==> config.mk <==
export PLATFORM = sky130hd
export DESIGN_NAME = part_1_init_rcv_flat
export DESIGN_NICKNAME = d
export VERILOG_FILES = /design/src/rtl/part_1_init_rcv_if.sv /design/src/rtl/part_1_init_rcv.sv /design/src/flat_wrapper.sv
export SDC_FILE = /design/constraint.sdc
export NUM_CORES = 1
export LEC_CHECK = 0
export CAP_MARGIN = 0
export CORE_MARGIN = 2
export CORE_UTILIZATION = 52
export DETAILED_ROUTE_END_ITERATION = 6
export HOLD_SLACK_MARGIN = 0.12
export MAX_ROUTING_LAYER = met4
export PLACE_DENSITY = 0.78
export SLEW_MARGIN = 10
export SYNTH_ARGS = -nofsm -noshare
export SYNTH_HDL_FRONTEND = slang
export SYNTH_SLANG_ARGS = --single-unit
==> constraint.sdc <==
create_clock -name clk_i -period 2.2 [get_ports clk_i]
set_input_delay 0.44 -clock clk_i [delete_from_list [all_inputs] [get_ports clk_i]]
set_output_delay 0.44 -clock clk_i [all_outputs]
set_load 0.05 [all_outputs]
==> src/rtl/part_1_init_rcv_if.sv <==
`default_nettype none
// ============================================================================
// Module   : part_1_init_rcv_if
// Brief    : Pin bundle between the init receiver, the mission clock sources,
//            the transport get channel and the partition payload pins.
// Revision : 1.0 - initial release
// ============================================================================
interface part_1_init_rcv_if;
   // Mission clock levels, one per channel
   logic       clk_0_h;
   logic       clk_1_h;
   logic       clk_2_h;
   logic       clk_3_h;
   // Mission clock block / release
   logic [3:0] freeze_clk;
   // Transport get channel
   logic       get_req;
   logic [1:0] get_clk_id;
   logic       get_ack;
   logic [8:0] get_data;
   // Partition payload pins, channels 0..3
   logic       wen0;
   logic [7:0] i_data0;
   logic       wen1;
   logic [7:0] i_data1;
   logic       wen2;
   logic [7:0] i_data2;
   logic       valid;
   logic [7:0] o_data;
   // Status
   logic       err_o;
   logic       busy_o;

   // Receiver side: issues get requests and drives the partition pins
   modport master (
      input  clk_0_h, clk_1_h, clk_2_h, clk_3_h,
      input  get_ack, get_data,
      output freeze_clk, get_req, get_clk_id,
      output wen0, i_data0, wen1, i_data1, wen2, i_data2, valid, o_data,
      output err_o, busy_o
   );

   // Environment side: clock sources, transport responder, partition pins
   modport slave (
      output clk_0_h, clk_1_h, clk_2_h, clk_3_h,
      output get_ack, get_data,
      input  freeze_clk, get_req, get_clk_id,
      input  wen0, i_data0, wen1, i_data1, wen2, i_data2, valid, o_data,
      input  err_o, busy_o
   );
endinterface
`default_nettype wire

==> src/rtl/part_1_init_rcv.sv <==
`default_nettype none
// ============================================================================
// Module   : part_1_init_rcv
// Brief    : Detects rising edges on four mission clocks, freezes them, fetches
//            one payload per edged channel over the get channel (lowest index
//            first, watchdog protected), then releases the clocks after a
//            stretch period.
// Revision : 1.0 - initial release
// ============================================================================
module part_1_init_rcv #(
   parameter int unsigned STRETCH  = 2,    // 1..15
   parameter int unsigned WATCHDOG = 1000  // 2..65535
) (
   input  logic              clk_i,
   input  logic              rst_n_i,
   part_1_init_rcv_if.master bus
);

   typedef enum logic [1:0] {
      IDLE = 2'd0,
      SCAN = 2'd1,
      REQ  = 2'd2,
      HOLD = 2'd3
   } state_t;

   localparam logic [15:0] WD_LAST      = 16'(WATCHDOG - 1);
   localparam logic [3:0]  STRETCH_LAST = 4'(STRETCH - 1);

   state_t          state_q, state_d;
   logic [3:0]      pending_q, pending_d;
   logic [3:0]      freeze_q, freeze_d;
   logic [3:0]      prev_q, prev_d;
   logic            first_q, first_d;
   logic            get_req_q, get_req_d;
   logic [1:0]      id_q, id_d;
   logic [15:0]     wd_q, wd_d;
   logic [3:0]      st_q, st_d;
   logic            err_q, err_d;
   logic [3:0]      wen_q, wen_d;
   logic [3:0][7:0] data_q, data_d;

   logic [3:0]      lvl;
   logic [3:0]      edges;
   logic [1:0]      lowest;

   assign lvl = {bus.clk_3_h, bus.clk_2_h, bus.clk_1_h, bus.clk_0_h};

   // Edge detect: level history only tracks while the clocks are released,
   // and the first cycle out of reset just loads the history.
   always_comb begin
      prev_d  = (freeze_q == 4'h0) ? lvl : prev_q;
      first_d = 1'b0;
      edges   = 4'h0;
      if ((freeze_q == 4'h0) && !first_q) begin
         edges = lvl & ~prev_q;
      end
   end

   // Next state, request sequencing, watchdog, stretch and payload capture
   always_comb begin
      state_d   = state_q;
      pending_d = pending_q;
      freeze_d  = freeze_q;
      get_req_d = get_req_q;
      id_d      = id_q;
      wd_d      = wd_q;
      st_d      = st_q;
      err_d     = err_q;
      wen_d     = wen_q;
      data_d    = data_q;

      if (pending_q[0]) begin
         lowest = 2'd0;
      end else if (pending_q[1]) begin
         lowest = 2'd1;
      end else if (pending_q[2]) begin
         lowest = 2'd2;
      end else begin
         lowest = 2'd3;
      end

      case (state_q)
         IDLE: begin
            if (edges != 4'h0) begin
               pending_d = edges;
               freeze_d  = 4'hF;
               state_d   = SCAN;
            end
         end
         SCAN: begin
            if (pending_q != 4'h0) begin
               id_d      = lowest;
               get_req_d = 1'b1;
               wd_d      = 16'd0;
               state_d   = REQ;
            end else begin
               st_d    = 4'd0;
               state_d = HOLD;
            end
         end
         REQ: begin
            // An acknowledge on the expiry cycle still delivers its payload
            if (get_req_q && bus.get_ack) begin
               wen_d[id_q]     = bus.get_data[8];
               data_d[id_q]    = bus.get_data[7:0];
               pending_d[id_q] = 1'b0;
               get_req_d       = 1'b0;
               state_d         = SCAN;
            end else if (wd_q == WD_LAST) begin
               err_d           = 1'b1;
               pending_d[id_q] = 1'b0;
               get_req_d       = 1'b0;
               state_d         = SCAN;
            end else begin
               wd_d = wd_q + 16'd1;
            end
         end
         HOLD: begin
            if (st_q == STRETCH_LAST) begin
               freeze_d = 4'h0;
               state_d  = IDLE;
            end else begin
               st_d = st_q + 4'd1;
            end
         end
         default: begin
            state_d = IDLE;
         end
      endcase
   end

   // State registers with synchronous active-low reset
   always_ff @(posedge clk_i) begin
      if (!rst_n_i) begin
         state_q   <= IDLE;
         pending_q <= 4'h0;
         freeze_q  <= 4'h0;
         prev_q    <= 4'h0;
         first_q   <= 1'b1;
         get_req_q <= 1'b0;
         id_q      <= 2'd0;
         wd_q      <= 16'd0;
         st_q      <= 4'd0;
         err_q     <= 1'b0;
         wen_q     <= 4'h0;
         data_q    <= '0;
      end else begin
         state_q   <= state_d;
         pending_q <= pending_d;
         freeze_q  <= freeze_d;
         prev_q    <= prev_d;
         first_q   <= first_d;
         get_req_q <= get_req_d;
         id_q      <= id_d;
         wd_q      <= wd_d;
         st_q      <= st_d;
         err_q     <= err_d;
         wen_q     <= wen_d;
         data_q    <= data_d;
      end
   end

   assign bus.freeze_clk = freeze_q;
   assign bus.get_req    = get_req_q;
   assign bus.get_clk_id = id_q;
   assign bus.wen0       = wen_q[0];
   assign bus.i_data0    = data_q[0];
   assign bus.wen1       = wen_q[1];
   assign bus.i_data1    = data_q[1];
   assign bus.wen2       = wen_q[2];
   assign bus.i_data2    = data_q[2];
   assign bus.valid      = wen_q[3];
   assign bus.o_data     = data_q[3];
   assign bus.err_o      = err_q;
   assign bus.busy_o     = (state_q != IDLE);

endmodule
`default_nettype wire

==> src/flat_wrapper.sv <==
// flat-port wrapper written by rule: the top's interface ports become plain ports
module part_1_init_rcv_flat 
#(
   parameter int unsigned STRETCH  = 2,            
   parameter int unsigned WATCHDOG = 1000             
)
  (clk_i, rst_n_i, bus_clk_0_h, bus_clk_1_h, bus_clk_2_h, bus_clk_3_h, bus_get_ack, bus_get_data, bus_freeze_clk, bus_get_req, bus_get_clk_id, bus_wen0, bus_i_data0, bus_wen1, bus_i_data1, bus_wen2, bus_i_data2, bus_valid, bus_o_data, bus_err_o, bus_busy_o);
  part_1_init_rcv_if bus_i ();
  input  logic clk_i;
  input  logic rst_n_i;
  input wire logic [$bits(bus_i.clk_0_h)-1:0] bus_clk_0_h;
  input wire logic [$bits(bus_i.clk_1_h)-1:0] bus_clk_1_h;
  input wire logic [$bits(bus_i.clk_2_h)-1:0] bus_clk_2_h;
  input wire logic [$bits(bus_i.clk_3_h)-1:0] bus_clk_3_h;
  input wire logic [$bits(bus_i.get_ack)-1:0] bus_get_ack;
  input wire logic [$bits(bus_i.get_data)-1:0] bus_get_data;
  output wire logic [$bits(bus_i.freeze_clk)-1:0] bus_freeze_clk;
  output wire logic [$bits(bus_i.get_req)-1:0] bus_get_req;
  output wire logic [$bits(bus_i.get_clk_id)-1:0] bus_get_clk_id;
  output wire logic [$bits(bus_i.wen0)-1:0] bus_wen0;
  output wire logic [$bits(bus_i.i_data0)-1:0] bus_i_data0;
  output wire logic [$bits(bus_i.wen1)-1:0] bus_wen1;
  output wire logic [$bits(bus_i.i_data1)-1:0] bus_i_data1;
  output wire logic [$bits(bus_i.wen2)-1:0] bus_wen2;
  output wire logic [$bits(bus_i.i_data2)-1:0] bus_i_data2;
  output wire logic [$bits(bus_i.valid)-1:0] bus_valid;
  output wire logic [$bits(bus_i.o_data)-1:0] bus_o_data;
  output wire logic [$bits(bus_i.err_o)-1:0] bus_err_o;
  output wire logic [$bits(bus_i.busy_o)-1:0] bus_busy_o;
  assign bus_i.clk_0_h = bus_clk_0_h;
  assign bus_i.clk_1_h = bus_clk_1_h;
  assign bus_i.clk_2_h = bus_clk_2_h;
  assign bus_i.clk_3_h = bus_clk_3_h;
  assign bus_i.get_ack = bus_get_ack;
  assign bus_i.get_data = bus_get_data;
  assign bus_freeze_clk = bus_i.freeze_clk;
  assign bus_get_req = bus_i.get_req;
  assign bus_get_clk_id = bus_i.get_clk_id;
  assign bus_wen0 = bus_i.wen0;
  assign bus_i_data0 = bus_i.i_data0;
  assign bus_wen1 = bus_i.wen1;
  assign bus_i_data1 = bus_i.i_data1;
  assign bus_wen2 = bus_i.wen2;
  assign bus_i_data2 = bus_i.i_data2;
  assign bus_valid = bus_i.valid;
  assign bus_o_data = bus_i.o_data;
  assign bus_err_o = bus_i.err_o;
  assign bus_busy_o = bus_i.busy_o;
  part_1_init_rcv #(.STRETCH(STRETCH), .WATCHDOG(WATCHDOG)) u_core (.clk_i(clk_i), .rst_n_i(rst_n_i), .bus(bus_i));
endmodule
==> key figures, run 1 <==
Status
  • Status: finished, final reports clean

Die
  • Die height: approximately 83 um
  • Initial Util: a little over half
  • CORE AREA: between 0.005 and 0.006 mm^2
  • Die Width: 82.7 um
  • Die area: roughly 0.0068 mm^2
  • IO Count: 61
  • Cell Rows: 28

Clocking
  • H-tree depth: 3
  • Clock sinks: 72
  • Clk_lat worst skew: ~0.34 ns
  • Hold buffers post-CTS: 0
  • CTS root buffer: clkbuf_8
  • Setup Fix Bufs, Post-CTS: 0
  • Clock Tree Buf Depth: 2
  • CTS tree: built
  • Clock buffer count from CTS: 9
  • Clock Pin Slew Worst Setup and Hold Paths: about 0.08 ns
  • CTS resizes: 0

Synthesis
  • Async SR Flop Fraction: 0%
  • EDFF count, synth: 0
  • Top FF cell, synth: dfxtp_1
  • Synth area leaders: dfxtp_1, mux2i_1, nor2_1, o21ai_0, a21oi_1
  • Top cell type's share of synthesized area: approximately 45%
  • Area leader, netlist: dfxtp_1
  • Post-Syn Nets: about 370
  • Syn_area_per_cell: slightly above 9 um^2
  • #FFs+latches synth: 72
  • Most frequent cells after synthesis: dfxtp_1, nor2_1, mux2i_1
  • Post-synthesis cell area: around 0.0032 mm^2
  • Mapped Cells: 348
  • Cell variety after synth: 50
  • Most common cell in the netlist: dfxtp_1
  • Syn. warnings: 0
  • Post-synthesis sequential area ratio: 44.8%

Worst setup path
  • Worst Setup End Kind: flop
  • Critical R2R Launch: u_core.wd_q[0]$_SDFFE_PN0P_
  • Worst Path Required: roughly 2.5 ns
  • Worst-case reg-to-reg path depth: 5
  • Crit Path Class: flop to flop
  • Critical Path Fanout Max: 7
  • R2R Setup Slk: about 0.13 ns
  • FF-to-FF End: u_core.wd_q[10]$_SDFFE_PN0P_
  • Crit path DAT: around 2.4 ns
  • Startpoint types: flop

Global route
  • Met3 Usage GRT: around 5.8%
  • Vias in the first global route: between 2,000 and 3,000
  • Initial antenna violation count: 0
  • Global route hottest layer: met2
  • GRT overflow: 0
  • Largest net degree at the start of global routing: 62
  • Global-route wire length before repair: around 13,000 um
  • Total GRT Usage: about a quarter
  • GR met1 Demand/Resource: a little under a third
  • GRT met2 Usage: approximately 39%

Timing
  • Tcrit/Tclk final: 94.3%
  • Max-slew headroom: 64.5%
  • RSZ-0062 raised after global routing: no
  • Final hold violation count: 0
  • Worst Max-Slew Pin Slew: roughly 0.53 ns
  • Fmax: 482 MHz
  • Period minus WS final: 2.07 ns
  • Setup tns final: 0 ns
  • Layout Skew: roughly 0.0033 ns
  • Max-slew violations: 0
  • Finish-stage setup viols: 0

Final layout
  • Final Cell Area: 0.00419 mm^2
  • Diode count: 0
  • Fin nets: about 440
  • Area growth, synth to finish: 30.4%
  • Layout cells sized above 1: about 14%
  • Final Util: a little over two thirds
  • Fill count: about 490
  • Area of the multi-input gates: between 0.0015 and 0.002 mm^2
  • FF+latch area: about 0.0014 mm^2
  • Non-Filler Instances: 498

Drt
  • Via/cell ratio: about 6
  • Drt pass-1 iters: 5
  • WL final: 7900 um
  • Iter 0 DRT Violations: 178
  • DRC viols: 0
  • Via count: about 2,900
  • Routed WL per cell: about 16 um
  • DRT antenna net count: 0

Power
  • Leakage power: 1.53 nW
  • Pwr/cell area: ~860 mW/mm^2
  • Maximum VDD drop: approximately 0.0009 V

Placement
  • PortBufs: 60
  • Placed inst area: ~0.004 mm^2
  • RD Place Congestion: between 0.8 and 0.9
  • Cells after DPL: ~480
  • Hpwl dp: 5480 um

Min path
  • Hold/Removal Path Class: flop to flop
  • Hold depth: 2
  • End of the worst hold path: u_core.prev_q[3]$_SDFFE_PN0N_
  • Worst hold start: u_core.prev_q[3]$_SDFFE_PN0N_

Flow run
  • Maxcap violations: 0
[how the worst max path moves through the flow]
stage	from	endpoint	slack, ns	cells past startpoint
global placement	bus_get_ack	u_core.bus.i_data0[7]$_SDFFE_PN0P_	0.11	6
floorplan	u_core.wd_q[0]$_SDFFE_PN0P_	u_core.wd_q[10]$_SDFFE_PN0P_	0.29	5
finish	u_core.wd_q[0]$_SDFFE_PN0P_	u_core.wd_q[10]$_SDFFE_PN0P_	0.13	5
global route	u_core.wd_q[0]$_SDFFE_PN0P_	u_core.wd_q[10]$_SDFFE_PN0P_	0.03	5
detailed placement	bus_get_ack	u_core.bus.i_data0[5]$_SDFFE_PN0P_	0.06	6
CTS	u_core.wd_q[0]$_SDFFE_PN0P_	u_core.wd_q[10]$_SDFFE_PN0P_	0.14	5
[logic make-up (layout without fill, tap and decap cells)]
group | Yosys count | count (layout) | share of synthesized area, %
buf+inv | 27 | 102 | 3.69
simple gates | 130 | 130 | 21.5
compound gates | 74 | 74 | 15.9
fa+ha+maj | 3 | 3 | 1.17
xor+xnor | 2 | 2 | 0.545
flops | 72 | 72 | 44.8
mux | 40 | 40 | 12.4
[report_power, final]
| part | internal (mW) | switching [mW] |
|---|---|---|
| clock | 0.525 | 0.516 |
| combinational | 0.394 | 0.665 |
| sequential | 1.39 | 0.111 |
| total | 2.31 | 1.29 |
[critical path, stage by stage (launching register included)]
cell and delay (ns):
dfxtp_1 0.39, ha_1 0.35, nand3_1 0.14, or4_1 0.56, or4_1 0.41, a31oi_1 0.16
[state kept, by name (all words and copies together) (netlist names)]
name                   cells
u_core.bus.get_req         1
u_core.bus.o_data          8
u_core.prev_q              4
u_core.wd_q               16
u_core.bus.i_data0         8
u_core.bus.i_data2         8
u_core.st_q                4
u_core.state_q             2
u_core.bus.err_o           1
u_core.bus.get_clk_id      2
u_core.first_q             1
u_core.wen_q               4
u_core.pending_q           4
u_core.bus.i_data1         8
u_core.bus.freeze_clk      1
[cell type report]
class | count | area share [%]
clock buffer | 9 | 2.95
clock inverter | 7 | 1.67
inverter | 6 | 0.537
multi-input combinational | 249 | 39.7
sequential | 72 | 34.4
tap | 75 | 2.24
timing repair buffer | 80 | 18.5
[through the flow]
step                      hold WS, ns  total power [mW]  setup WS (ns)
after detailed placement        0.478              2.58         0.0580
after global placement          0.454              2.56          0.109
after floorplan                 0.454              2.21          0.292
final                           0.493              3.60          0.126
after global routing            0.526              3.78         0.0290
after CTS                       0.496              3.61          0.136
[placed cells by master, fill, tap and decap left out, types with 4 or more instances in the layout]
cell             instances
a211oi_1                 4
a21oi_1                 15
a31oi_1                  8
buf_4                   22
clkbuf_8                 9
clkdlybuf4s50_1         55
dfxtp_1                 72
inv_1                    5
mux2i_1                 40
nand2_1                 16
nand2b_1                 7
nand3_1                  8
nand4_1                  5
nor2_1                  49
nor2b_1                  5
nor4_1                   5
o211ai_1                 5
o21a_1                   4
o21ai_0                 16
o221a_2                  5
or3_1                    5
or4_1                    7
[routing by layer]
layer	wire [um]	share of wire, %
met1	3460	44
met2	3760	48
met3	528	6.7
met4	156	2.0
met5	0	0
(Power assumes the default switching activity.)
==> inputs of run 2 (changes only) <==
--- a/config.mk
+++ b/config.mk
@@ -5,6 +5,7 @@
 export SDC_FILE = /design/constraint.sdc
 export NUM_CORES = 1
 export LEC_CHECK = 0
+export ABC_CLOCK_PERIOD_IN_PS = 2200
 export CAP_MARGIN = 0
 export CORE_MARGIN = 2
 export CORE_UTILIZATION = 52
==> results of run 2 <==
No change in the layout: final DEF, timing and power equal those of run 1.
